**src/rtl/div_seq.sv**
```systemverilog
// Radix-2 restoring shift-subtract integer divider, signed or unsigned, for the ALU execute stage.
// Latency: fixed WIDTH+1 cycles from the start-sampling edge to done, for every operand value.
// Backpressure: none; start is honoured only while idle, and a start seen while busy is dropped.
//
// Ports:
//   clk, reset_n                 rising-edge clock, asynchronous active-low reset
//   start, signed_op             request and mode, sampled together while idle
//   dividend, divisor            operands, sampled with start
//   busy, done                   operation in flight / one-cycle completion pulse
//   division_hi_rem              remainder (HI), held until the next completion
//   division_lo_quo              quotient (LO), held until the next completion
//   div0, ovf                    divide-by-zero and signed MIN/-1 flags of the last operation
module div_seq #(
    parameter int WIDTH = 32
) (
    input  logic             clk,
    input  logic             reset_n,
    input  logic             start,
    input  logic             signed_op,
    input  logic [WIDTH-1:0] dividend,
    input  logic [WIDTH-1:0] divisor,
    output logic             busy,
    output logic             done,
    output logic [WIDTH-1:0] division_hi_rem,
    output logic [WIDTH-1:0] division_lo_quo,
    output logic             div0,
    output logic             ovf
);

    localparam int CW = $clog2(WIDTH);
    localparam logic [WIDTH-1:0] MIN_VAL = {1'b1, {(WIDTH-1){1'b0}}};

    typedef enum logic [1:0] {
        S_IDLE = 2'd0,
        S_CALC = 2'd1,
        S_FIX  = 2'd2
    } state_t;

    state_t state_q, state_d;

    logic [CW-1:0]    cnt_q, cnt_d;
    // Stored partial remainder is always below |divisor| between iterations,
    // so WIDTH bits suffice; the extra bit only appears in the shifted value.
    logic [WIDTH-1:0] rem_q, rem_d;
    // Holds the not-yet-consumed dividend bits (top) and the quotient bits
    // produced so far (bottom); one shift per iteration.
    logic [WIDTH-1:0] quo_q, quo_d;
    logic [WIDTH-1:0] dvs_q, dvs_d;
    logic [WIDTH-1:0] dvd_q, dvd_d;
    logic             q_neg_q, q_neg_d;
    logic             r_neg_q, r_neg_d;
    logic             div0_pend_q, div0_pend_d;
    logic             ovf_pend_q, ovf_pend_d;
    logic [WIDTH-1:0] hi_q, hi_d;
    logic [WIDTH-1:0] lo_q, lo_d;
    logic             done_q, done_d;
    logic             div0_q, div0_d;
    logic             ovf_q, ovf_d;

    logic             last_iter;
    logic [WIDTH:0]   rem_shift;
    logic [WIDTH-1:0] dvd_abs;
    logic [WIDTH-1:0] dvs_abs;

    assign last_iter = (cnt_q == CW'(WIDTH - 1));

    // State register
    always_ff @(posedge clk or negedge reset_n) begin
        if (!reset_n) begin
            state_q <= S_IDLE;
        end else begin
            state_q <= state_d;
        end
    end

    // Next-state logic
    always_comb begin
        state_d = state_q;
        case (state_q)
            S_IDLE:  if (start) state_d = S_CALC;
            S_CALC:  if (last_iter) state_d = S_FIX;
            S_FIX:   state_d = S_IDLE;
            default: state_d = S_IDLE;
        endcase
    end

    // FSM outputs
    always_comb begin
        busy = (state_q != S_IDLE);
    end

    // Datapath
    always_comb begin
        cnt_d       = cnt_q;
        rem_d       = rem_q;
        quo_d       = quo_q;
        dvs_d       = dvs_q;
        dvd_d       = dvd_q;
        q_neg_d     = q_neg_q;
        r_neg_d     = r_neg_q;
        div0_pend_d = div0_pend_q;
        ovf_pend_d  = ovf_pend_q;
        hi_d        = hi_q;
        lo_d        = lo_q;
        done_d      = 1'b0;
        div0_d      = div0_q;
        ovf_d       = ovf_q;

        // Negating MIN yields MIN, which read as unsigned is exactly |MIN|.
        dvd_abs   = (signed_op && dividend[WIDTH-1]) ? -dividend : dividend;
        dvs_abs   = (signed_op && divisor[WIDTH-1])  ? -divisor  : divisor;
        rem_shift = {rem_q, quo_q[WIDTH-1]};

        case (state_q)
            S_IDLE: begin
                if (start) begin
                    rem_d       = '0;
                    quo_d       = dvd_abs;
                    dvs_d       = dvs_abs;
                    dvd_d       = dividend;
                    q_neg_d     = signed_op & (dividend[WIDTH-1] ^ divisor[WIDTH-1]);
                    r_neg_d     = signed_op & dividend[WIDTH-1];
                    div0_pend_d = (divisor == '0);
                    ovf_pend_d  = signed_op & (dividend == MIN_VAL) & (divisor == '1);
                    cnt_d       = '0;
                end
            end
            S_CALC: begin
                // The true difference is below |divisor|, so WIDTH-bit
                // arithmetic is exact once the compare has passed.
                if (rem_shift >= {1'b0, dvs_q}) begin
                    rem_d = rem_shift[WIDTH-1:0] - dvs_q;
                    quo_d = {quo_q[WIDTH-2:0], 1'b1};
                end else begin
                    rem_d = rem_shift[WIDTH-1:0];
                    quo_d = {quo_q[WIDTH-2:0], 1'b0};
                end
                cnt_d = cnt_q + 1'b1;
            end
            S_FIX: begin
                done_d = 1'b1;
                div0_d = div0_pend_q;
                ovf_d  = ovf_pend_q;
                if (div0_pend_q) begin
                    lo_d = '1;
                    hi_d = dvd_q;
                end else begin
                    // MIN / -1 falls out naturally as quotient MIN, remainder 0.
                    lo_d = q_neg_q ? -quo_q : quo_q;
                    hi_d = r_neg_q ? -rem_q : rem_q;
                end
            end
            default: ;
        endcase
    end

    always_ff @(posedge clk or negedge reset_n) begin
        if (!reset_n) begin
            cnt_q       <= '0;
            rem_q       <= '0;
            quo_q       <= '0;
            dvs_q       <= '0;
            dvd_q       <= '0;
            q_neg_q     <= 1'b0;
            r_neg_q     <= 1'b0;
            div0_pend_q <= 1'b0;
            ovf_pend_q  <= 1'b0;
            hi_q        <= '0;
            lo_q        <= '0;
            done_q      <= 1'b0;
            div0_q      <= 1'b0;
            ovf_q       <= 1'b0;
        end else begin
            cnt_q       <= cnt_d;
            rem_q       <= rem_d;
            quo_q       <= quo_d;
            dvs_q       <= dvs_d;
            dvd_q       <= dvd_d;
            q_neg_q     <= q_neg_d;
            r_neg_q     <= r_neg_d;
            div0_pend_q <= div0_pend_d;
            ovf_pend_q  <= ovf_pend_d;
            hi_q        <= hi_d;
            lo_q        <= lo_d;
            done_q      <= done_d;
            div0_q      <= div0_d;
            ovf_q       <= ovf_d;
        end
    end

    assign done            = done_q;
    assign division_hi_rem = hi_q;
    assign division_lo_quo = lo_q;
    assign div0            = div0_q;
    assign ovf             = ovf_q;

endmodule

```
**config.mk**
```make
export PLATFORM = sky130hd
export DESIGN_NAME = div_seq
export DESIGN_NICKNAME = d
export VERILOG_FILES = /design/src/rtl/div_seq.sv
export SDC_FILE = /design/constraint.sdc
export NUM_CORES = 1
export LEC_CHECK = 0
export CAP_MARGIN = 20
export CORE_ASPECT_RATIO = 1.1
export CORE_MARGIN = 5
export CORE_UTILIZATION = 40
export CTS_BUF_LIST = sky130_fd_sc_hd__clkbuf_4 sky130_fd_sc_hd__clkbuf_8
export DETAILED_ROUTE_END_ITERATION = 16
export DONT_BUFFER_PORTS = 1
export MAX_ROUTING_LAYER = met4
export SYNTH_ARGS = -nofsm -noshare
export SYNTH_HDL_FRONTEND = slang
export SYNTH_SLANG_ARGS = --single-unit
```
**constraint.sdc**
```tcl
create_clock -name clk -period 9.4 [get_ports clk]
set_input_delay 1.88 -clock clk [delete_from_list [all_inputs] [get_ports clk]]
set_output_delay 1.88 -clock clk [all_outputs]
set_load 0.1 [all_outputs]
```
After elaboration in Yosys (flattened, before gate mapping)
Cells that the tools add are included.

storage, ports and cells
  register bits = 206

cells by class
  add/sub/neg operators = 6
  $lt $le $gt $ge = 1
  eq/ne operators = 7
  multiplexer cells = 18
  bitwise operators = 5
  reductions and logical operators = 9

operators by type and width
  cell                                                             number
  32-bit two-way mux                                               9
  32-bit negator                                                   4
  32-bit case mux with 2 select lines                              2
  32-bit == test, second input constant                            2
  33-bit by 32-bit >= comparator with 1-bit output                 1
  32-bit zero test                                                 1
  32-bit subtractor                                                1
  5-bit case mux with 2 select lines                               1
  2-bit AND reduction                                              3
  5-bit by 1-bit adder with 5-bit output, second input constant    1
  5-bit == test, second input constant                             1
  5-bit two-way mux                                                1
  1-bit bitwise AND                                                4
  2-bit two-way mux                                                2
  2-bit != test, second input constant                             2
  2-bit case mux with 2 select lines                               1
  2-bit nonzero test                                               2
  2-bit by 1-bit == test with 1-bit output, second input constant  1
  2-bit == test, second input constant                             1
  1-bit logical AND                                                2
  2-bit zero test                                                  1
  1-bit two-way mux                                                2
  1-bit bitwise XOR                                                1

Logic depth before layout (Yosys ltp)
Gate-level depths: netlist of run 1.

  word-level depth = 4
  depth in mapped cells = 15
  depth with buffers taken out = 13

Worst setup path before layout of run 1
No wires, ideal clock.

  kind = input port to flip-flop
  from = input port divisor[0]
  to = register dvs_q[28]
  setup time = 0.133 ns
  arrival = 3.880 ns
  setup slack = 5.387 ns
  cell stages on the path = 10
  cells stage by stage = inv_1 > ha_1 > nor3b_1 > nand3b_1 > nor4_1 > nand2_1 > nor3_1 > a31oi_1 > xnor2_1 > o21ai_0

between the ends
  longest elaborated chain between the ends = 2

ends and longest elaborated chain
  what                    RTL line  text
  start: declaration      21        input logic [WIDTH-1:0] divisor,
  32-bit negator          111       dvs_abs = (signed_op && divisor[WIDTH-1]) ? -divisor : divisor;
  32-bit two-way mux      111
  end signal: assignment  177       dvs_q <= dvs_d;
  end: declaration        48        logic [WIDTH-1:0] dvs_q, dvs_d;

No other way between the ends.
A chain may end at the register's enable or synchronous reset.

Worst setup path after layout of run 1
Same ends and word-level chain as after synthesis.

==> impl_summary.txt, run 1 <==
----------------------------------------------------
[Place]
  Port bufs ... 0
  Final estimated routing congestion in global placement ... around 0.94
  Detailed placement HPWL ... between 20 and 30 mm
  Placed Area ... 13000 sq um
  Setup WS pre-CTS ... 4.70 ns
  Inst Count DP ... 1883

[Yosys]
  Mapped Area ... between 10000 and 15000 sq um
  Fraction of post-synthesis cell area in the top cell type by area ... between 40% and 50%
  Number of enable flip-flop cells after synthesis ... 0
  Post-synthesis register bit count ... slightly above 200
  Avg Inst Size Synth ... between 8 and 9 sq um
  Warning count from the yosys run ... 0
  Biggest area contributors in the synthesized netlist ... sky130_fd_sc_hd__dfrtp_1, sky130_fd_sc_hd__o21ai_0, sky130_fd_sc_hd__nand2_1
  Post-Synthesis Cells ... between 1500 and 2000
  Netlist cell types ... between 60 and 70
  Synthesized Nets ... roughly 1700
  Async SR Flop Fraction ... 100%
  Cell taking the most area after synthesis ... sky130_fd_sc_hd__dfrtp_1
  Predominant post-synthesis flop cell ... sky130_fd_sc_hd__dfrtp_1
  Sequential-to-total area share from yosys stat ... between 40 and 50%

[Clocking]
  Longest Clk Path Bufs ... 3
  Later-pin clock latency in the skew report ... 0.55 ns
  Post-cts resize count ... 0
  Post-CTS Setup Repair Bufs ... 0
  Total number of H-tree levels ... 2
  CTS tree ... yes
  Clock root cell ... sky130_fd_sc_hd__clkbuf_8
  Clk sinks ... about 200
  Hold buffer count at CTS ... 0
  TritonCTS Buffers ... 38
  Worst-path clk slew ... 0.05 ns

[Power and ir drop]
  Sequential fraction of design power ... a little over a third
  Power Dens Cells ... about 400 nW/um^2
  Leakage component of the power ... approximately 6.1 nW
  Worst IR drop on VDD ... between 100 and 150 uV
  Internal Pwr Total ... between 2 and 3 mW
  Fraction of power consumed by the clock network ... roughly 16%
  Overall Power ... approximately 5.5 mW
  Share of power burned in combinational logic ... between 40 and 50%
  Net Sw Frac ... between 40% and 50%
  Net switching power figure ... 2.62 mW

[Hold path]
  HP Class ... register to register
  Start point of the worst hold path ... dvs_q[14]

[Timing]
  Total Neg Setup Slack ... 0 ns
  Crit path setup slack, layout ... ~5.3 ns
  Final hold violations ... 0
  Unrepaired setup endpoints after global routing ... false
  Final-report setup violation count ... 0
  Max-slew violation count ... 0
  Max Clock Freq ... around 240 MHz
  Transition time at the pin with the least slew margin ... 1.04 ns
  Maximum clock skew at final layout ... between 0.02 and 0.025 ns
  Max-slew headroom ... a little under a third
  Portion of the clock cycle consumed by the worst path in the final layout ... 43.5%
  Final min period ... 4.09 ns
  Worst hold-check slack ... 0.475 ns

[Setup path]
  Capturing element type of the critical path ... register
  Critical path required time ... roughly 10 ns
  Arr. time, crit path ... 4.47 ns
  Launch point of the worst reg-to-reg path ... quo_q[31]
  Beginning of the critical path ... divisor[0]
  Maximum fanout count along the critical path ... 6
  Critical path type ... primary input to register
  Sort of element at the start of the critical path ... primary input

[Global routing]
  Number of antenna violations at the first check in global routing ... 1
  Maximum number of pins on one net before global-route repair ... 207
  Total Routing Usage GR ... about a fifth
  Final global-route overflow total ... 0
  Number of global-route vias before repair ... slightly above 10000
  First-pass GRT wire length ... about 57 mm

[Cells and area]
  Signed area change from the synthesized netlist to the final layout ... 8.03%
  Layout Cell Area excl Fill ... 13800 sq um
  Share of the core filled with cells in the final layout ... around 44%
  Fin cells ... 1950
  Fill cell count ... roughly 3200
  Fraction of final layout cells sized beyond drive strength 1 ... ~6.4%
  Final layout net count ... roughly 1600

[Flow run]
  Number of max-capacitance violations reported ... 0

[Detailed routing]
  Per-cell via count in the routed design ... about 5.4
  Remaining antenna violation count after routing ... 0
  Count of unresolved DRC violations after routing ... 0
  Initial drt markers ... approximately 830
  Total routed wirelength ... between 30 and 40 mm
  Number of detailed-routing iterations run before antenna repair ... 5
  Vias post-DR ... 10600
  Wirelength per Cell ... between 15 and 20 um

[Floorplan]
  Vertical extent of the die ... 197 um
  DIE WIDTH ... 180 um
  Starting density of the core ... approximately 41%
  Number of top-level pins ... between 100 and 150
  Placeable core region ... between 30000 and 40000 sq um
  Area of the die ... roughly 36000 sq um
  Num rows ... 68

[Outcome]
  Outcome ... finished, final reports clean

----------------------------------------------------
[layout make-up]
type,instances,area (sq um),area share [%]
clock buffers,57,703,5.10
flip-flops and latches,206,5160,37.4
well taps,420,526,3.81
diodes,1,2.50,0.0181
repair buffers,12,100,0.726
inverters,62,233,1.69
clock inverters,7,67.6,0.490
multi-input cells,1185,7010,50.8
[flip-flops by register name, indices dropped and copies added (netlist names)]
register and flops:
division_hi_rem 32, division_lo_quo 32, dvd_q 32, dvs_q 32, quo_q 32, rem_q 32, cnt_q 5, state_q 2
div0 1, div0_pend_q 1, done 1, ovf 1, ovf_pend_q 1, q_neg_q 1, r_neg_q 1
[worst paths after layout]
kind	end	slack [ns]	cells past startpoint
max	dvs_q[28]	5.31	10
min	dvs_q[14]	0.48	2
max reg2reg	rem_q[30]	5.51	13
min reg2reg	dvs_q[14]	0.48	2
max in group asynchronous	division_lo_quo[19]	8.08	0
min in group asynchronous	division_hi_rem[6]	1.03	0
[layer usage]
layer / track usage [%] / routed length [um] / up-vias
li1: - / - / 5300
met1: 26.4 / 15800 / 4967
met2: 30.7 / 16200 / 300
met3: 5.14 / 2660 / 60
met4: 6.13 / 843 / 0
met5: - / 0 / -
[power groups by stage]
stage / sequential, mW / clock, mW / combinational [mW]
global route: 1.99 / 0.954 / 3.01
global placement: 1.93 / 0 / 2.61
CTS: 1.93 / 0.912 / 2.65
floorplan: 1.77 / 0 / 2.15
detailed placement: 1.94 / 0 / 2.64
finish: 1.94 / 0.888 / 2.64
[kinds of logic after synthesis]
kind of cell | Yosys count | share of synthesized area [%]
simple gates | 541 | 19.3
compound gates | 445 | 20.3
buf+inv | 155 | 4.96
fa+ha+maj | 40 | 3.98
flops | 206 | 40.4
xor+xnor | 144 | 9.88
mux | 15 | 1.18
[placed cells by master, fill, tap and decap left out, drive strengths merged, types with 15 or more instances in the layout]
master,count
o21ai,176
nor4,18
a22oi,25
nor3,23
inv,63
nor2,126
ha,39
nand3,43
a21o,20
nand2,232
clkbuf,57
o31ai,21
dfrtp,206
a21oi,139
mux2i,15
xnor2,67
xor2,77
[worst max-delay path, stage by stage]
cell                       delay, ns
sky130_fd_sc_hd__inv_1          0.05
sky130_fd_sc_hd__ha_1           0.16
sky130_fd_sc_hd__nor3b_1        0.35
sky130_fd_sc_hd__nand3b_1       0.16
sky130_fd_sc_hd__nor4_1         0.76
sky130_fd_sc_hd__nand2_1        0.21
sky130_fd_sc_hd__nor3_1         0.48
sky130_fd_sc_hd__a31oi_1        0.18
sky130_fd_sc_hd__xnor2_1        0.17
sky130_fd_sc_hd__o21ai_0        0.08
[Yosys cell counts (all sizes together) (5+ instances only)]
| cell type | number |
|---|---|
| a21oi | 139 |
| and2 | 9 |
| and3 | 14 |
| a21o | 20 |
| o21ai | 176 |
| o31ai | 21 |
| inv | 61 |
| nor4 | 18 |
| mux2i | 15 |
| nand3 | 43 |
| nand2b | 14 |
| ha | 39 |
| clkbuf | 85 |
| xor2 | 77 |
| nor3 | 23 |
| buf | 8 |
| a22oi | 25 |
| dfrtp | 206 |
| nor2b | 8 |
| o41ai | 13 |
| a21boi | 5 |
| nand4 | 14 |
| or3 | 14 |
| or4 | 14 |
| nand2 | 232 |
| a31oi | 11 |
| xnor2 | 67 |
| nor2 | 126 |
No activity file was read; power rests on OpenSTA's default activity.
==> inputs of run 2 (changes only) <==
==> constraint.sdc (replaced) <==
create_clock -name clk -period 4.1 [get_ports clk]
set_input_delay 0.82 -clock clk [delete_from_list [all_inputs] [get_ports clk]]
set_output_delay 0.82 -clock clk [all_outputs]
set_load 0.1 [all_outputs]
==> impl_summary.txt, run 2 (synthesis gave the netlist of run 1 again) <==
----------------------------------------------------
[Outcome]
  Outcome ... finished, violations left
  Violations in the final reports ... hold timing

[Cells and area]
  Share of the core filled with cells in the final layout ... around 44%
  Area of the multi-input gates ... 7010 sq um
  Antenna Cells ... 0
  Most common cell after layout, fill and taps aside ... sky130_fd_sc_hd__nand2_1
  Layout Cell Area excl Fill ... 13900 sq um
  Signed area change from the synthesized netlist to the final layout ... 8.70%
  Fill cell count ... about 3200
  Fin cells ... about 2000
  Fraction of final layout cells sized beyond drive strength 1 ... ~7%
  Final layout net count ... roughly 1600
  Footprint of the flip-flops and latches ... ~5200 sq um
  Commonest non-fill, non-tap cells in the layout ... sky130_fd_sc_hd__nand2_1, sky130_fd_sc_hd__dfrtp_1, sky130_fd_sc_hd__o21ai_0

[Clocking]
  Post-CTS Setup Repair Bufs ... 0
  Worst-path clk slew ... 0.06 ns
  TritonCTS Buffers ... 37
  Clock root cell ... sky130_fd_sc_hd__clkbuf_8
  Later-pin clock latency in the skew report ... between 0.5 and 0.6 ns
  Longest Clk Path Bufs ... 3
  Clk sinks ... roughly 200
  Total number of H-tree levels ... 2
  CTS tree ... yes
  Post-cts resize count ... 0

[Power and ir drop]
  Share of power burned in combinational logic ... 49.4%
  Internal Pwr Total ... around 6.6 mW
  Net switching power figure ... roughly 6.1 mW
  Fraction of power consumed by the clock network ... between 15 and 20%
  Power Dens Cells ... 912 nW/um^2
  Leakage component of the power ... between 6 and 7 nW
  Sequential fraction of design power ... between 30 and 40%
  Worst IR drop on VDD ... approximately 330 uV
  Net Sw Frac ... a little under half

[Timing]
  Total Neg Setup Slack ... 0 ns
  Final-report setup violation count ... 0
  Portion of the clock cycle consumed by the worst path in the final layout ... 85.3%
  Transition time at the pin with the least slew margin ... 1.01 ns
  Maximum clock skew at final layout ... 0.0213 ns
  Max-slew headroom ... 32.5%
  Max-slew violation count ... 0
  Worst hold-check slack ... -0.0172 ns
  Crit path setup slack, layout ... around 0.60 ns
  Final hold violations ... 8
  Final min period ... roughly 3.5 ns
  Unrepaired setup endpoints after global routing ... false
  Max Clock Freq ... roughly 290 MHz

[Place]
  Inst Count DP ... 1894
  Port bufs ... 0
  Final estimated routing congestion in global placement ... between 0.9 and 1
  Detailed placement HPWL ... between 20 and 30 mm
  Setup WS pre-CTS ... 0.605 ns
  Placed Area ... 13100 sq um

[Setup path]
  Critical path type ... register to register
  Maximum fanout count along the critical path ... 4
  Top delay family on crit path ... compound AO/OA/AOI/OAI gates
  Critical-path cell with the highest stage delay ... sky130_fd_sc_hd__o41ai_1
  Arr. time, crit path ... approximately 3.9 ns
  List of cells traversed by the critical path ... inv_1, ha_1, inv_1, fa_1, a21o_1, a221oi_1, o21ai_0, o21ai_0, buf_4, o41ai_1, a31oi_1, o21ai_0, xnor2_1, o211ai_1
  Most used cell, CP ... sky130_fd_sc_hd__o21ai_0
  Critical path required time ... 4.50 ns
  Sort of element at the start of the critical path ... register
  Capturing element type of the critical path ... register
  Longest individual stage delay on the worst path ... between 0.7 and 0.8 ns
  Crit path buf inv count ... 3

[Hold path]
  HP Class ... primary input to async pin

[Floorplan]
  Starting density of the core ... 40.6%
  Area of the die ... approximately 36000 sq um
  Num rows ... 68
  Number of top-level pins ... 136
  Vertical extent of the die ... about 200 um
  Placeable core region ... 31500 sq um
  DIE WIDTH ... roughly 180 um

[Global routing]
  First-pass GRT wire length ... a little under 60 mm
  Total Routing Usage GR ... between 20% and 30%
  Number of antenna violations at the first check in global routing ... 0
  Final global-route overflow total ... 0
  Maximum number of pins on one net before global-route repair ... just over 200
  Number of global-route vias before repair ... 10500

[Detailed routing]
  Count of unresolved DRC violations after routing ... 0
  Wirelength per Cell ... 18.5 um
  Number of detailed-routing iterations run before antenna repair ... 5
  Vias post-DR ... around 11000
  Total routed wirelength ... roughly 36 mm
  Per-cell via count in the routed design ... around 5.5
  Remaining antenna violation count after routing ... 0
  Initial drt markers ... about 670

[Flow run]
  Number of max-capacitance violations reported ... 0

----------------------------------------------------
[run 2: cell count changes in the layout (fill, tap and decap cells not counted)]
cell | previous run | this run
sky130_fd_sc_hd__inv_8 | 0 | 1
sky130_fd_sc_hd__buf_12 | 1 | 0
sky130_fd_sc_hd__buf_2 | 1 | 0
sky130_fd_sc_hd__diode_2 | 1 | 0
sky130_fd_sc_hd__inv_6 | 2 | 1
sky130_fd_sc_hd__buf_4 | 10 | 21
sky130_fd_sc_hd__clkbuf_4 | 13 | 9
sky130_fd_sc_hd__buf_16 | 0 | 1
sky130_fd_sc_hd__clkbuf_8 | 44 | 47
sky130_fd_sc_hd__clkinv_2 | 4 | 2
[run 2: cell type report]
class                           instances  area share (%)
Inverter                               62            1.68
Tap cell                              420            3.79
Timing Repair Buffer                   22            1.33
Sequential cell                       206            37.1
Multi-Input combinational cell       1185            50.5
Clock buffer                           56            5.15
Clock inverter                          5           0.433
[run 2: worst paths after layout]
| kind | to | depth (start not counted) | from | slack, ns |
|---|---|---|---|---|
| max in group asynchronous | rem_q[27] | 0 | reset_n | 3.81 |
| worst min register to register | ovf_pend_q | 2 | ovf_pend_q | 0.47 |
| min in group clk | dvd_q[9] | 2 | dividend[9] | 0.39 |
| worst min-delay path | division_hi_rem[5] | 0 | reset_n | -0.02 |
| worst max register to register | rem_q[30] | 14 | quo_q[31] | 0.60 |
| worst max-delay path | rem_q[30] | 14 | quo_q[31] | 0.60 |
[run 2: through the flow]
stage,power (mW),hold WS [ns]
3_3_place_gp,10.6,0.456
3_5_place_dp,10.6,0.459
5_1_grt,13.8,-0.0614
4_1_cts,12.7,-0.0467
2_1_floorplan,8.99,0.439
6_report,12.7,-0.0172
[run 2: layer usage]
metal	track usage, %	vias up	share of wire [%]
met5	-	-	0
met4	5.74	0	2.5
met3	4.71	67	6.2
met2	32.8	276	47
met1	26.0	5055	45
li1	-	5320	-
[run 2: worst register-to-register path: stages (launching register included)]
cell and delay [ns]:
sky130_fd_sc_hd__dfrtp_1 0.36, sky130_fd_sc_hd__inv_1 0.12, sky130_fd_sc_hd__ha_1 0.24, sky130_fd_sc_hd__inv_1 0.07
sky130_fd_sc_hd__fa_1 0.20, sky130_fd_sc_hd__a21o_1 0.14, sky130_fd_sc_hd__a221oi_1 0.11, sky130_fd_sc_hd__o21ai_0 0.43
sky130_fd_sc_hd__o21ai_0 0.16, sky130_fd_sc_hd__buf_4 0.16, sky130_fd_sc_hd__o41ai_1 0.72, sky130_fd_sc_hd__a31oi_1 0.20
sky130_fd_sc_hd__o21ai_0 0.23, sky130_fd_sc_hd__xnor2_1 0.14, sky130_fd_sc_hd__o211ai_1 0.09
[run 2: power groups by stage]
stage / Sequential [mW] / Combinational, mW / Clock (mW)
after floorplan: 4.06 / 4.93 / 0
after global placement: 4.35 / 6.23 / 0
after detailed placement: 4.39 / 6.25 / 0
after CTS: 4.36 / 6.28 / 2.10
after global routing: 4.48 / 7.13 / 2.18
final: 4.37 / 6.26 / 2.03
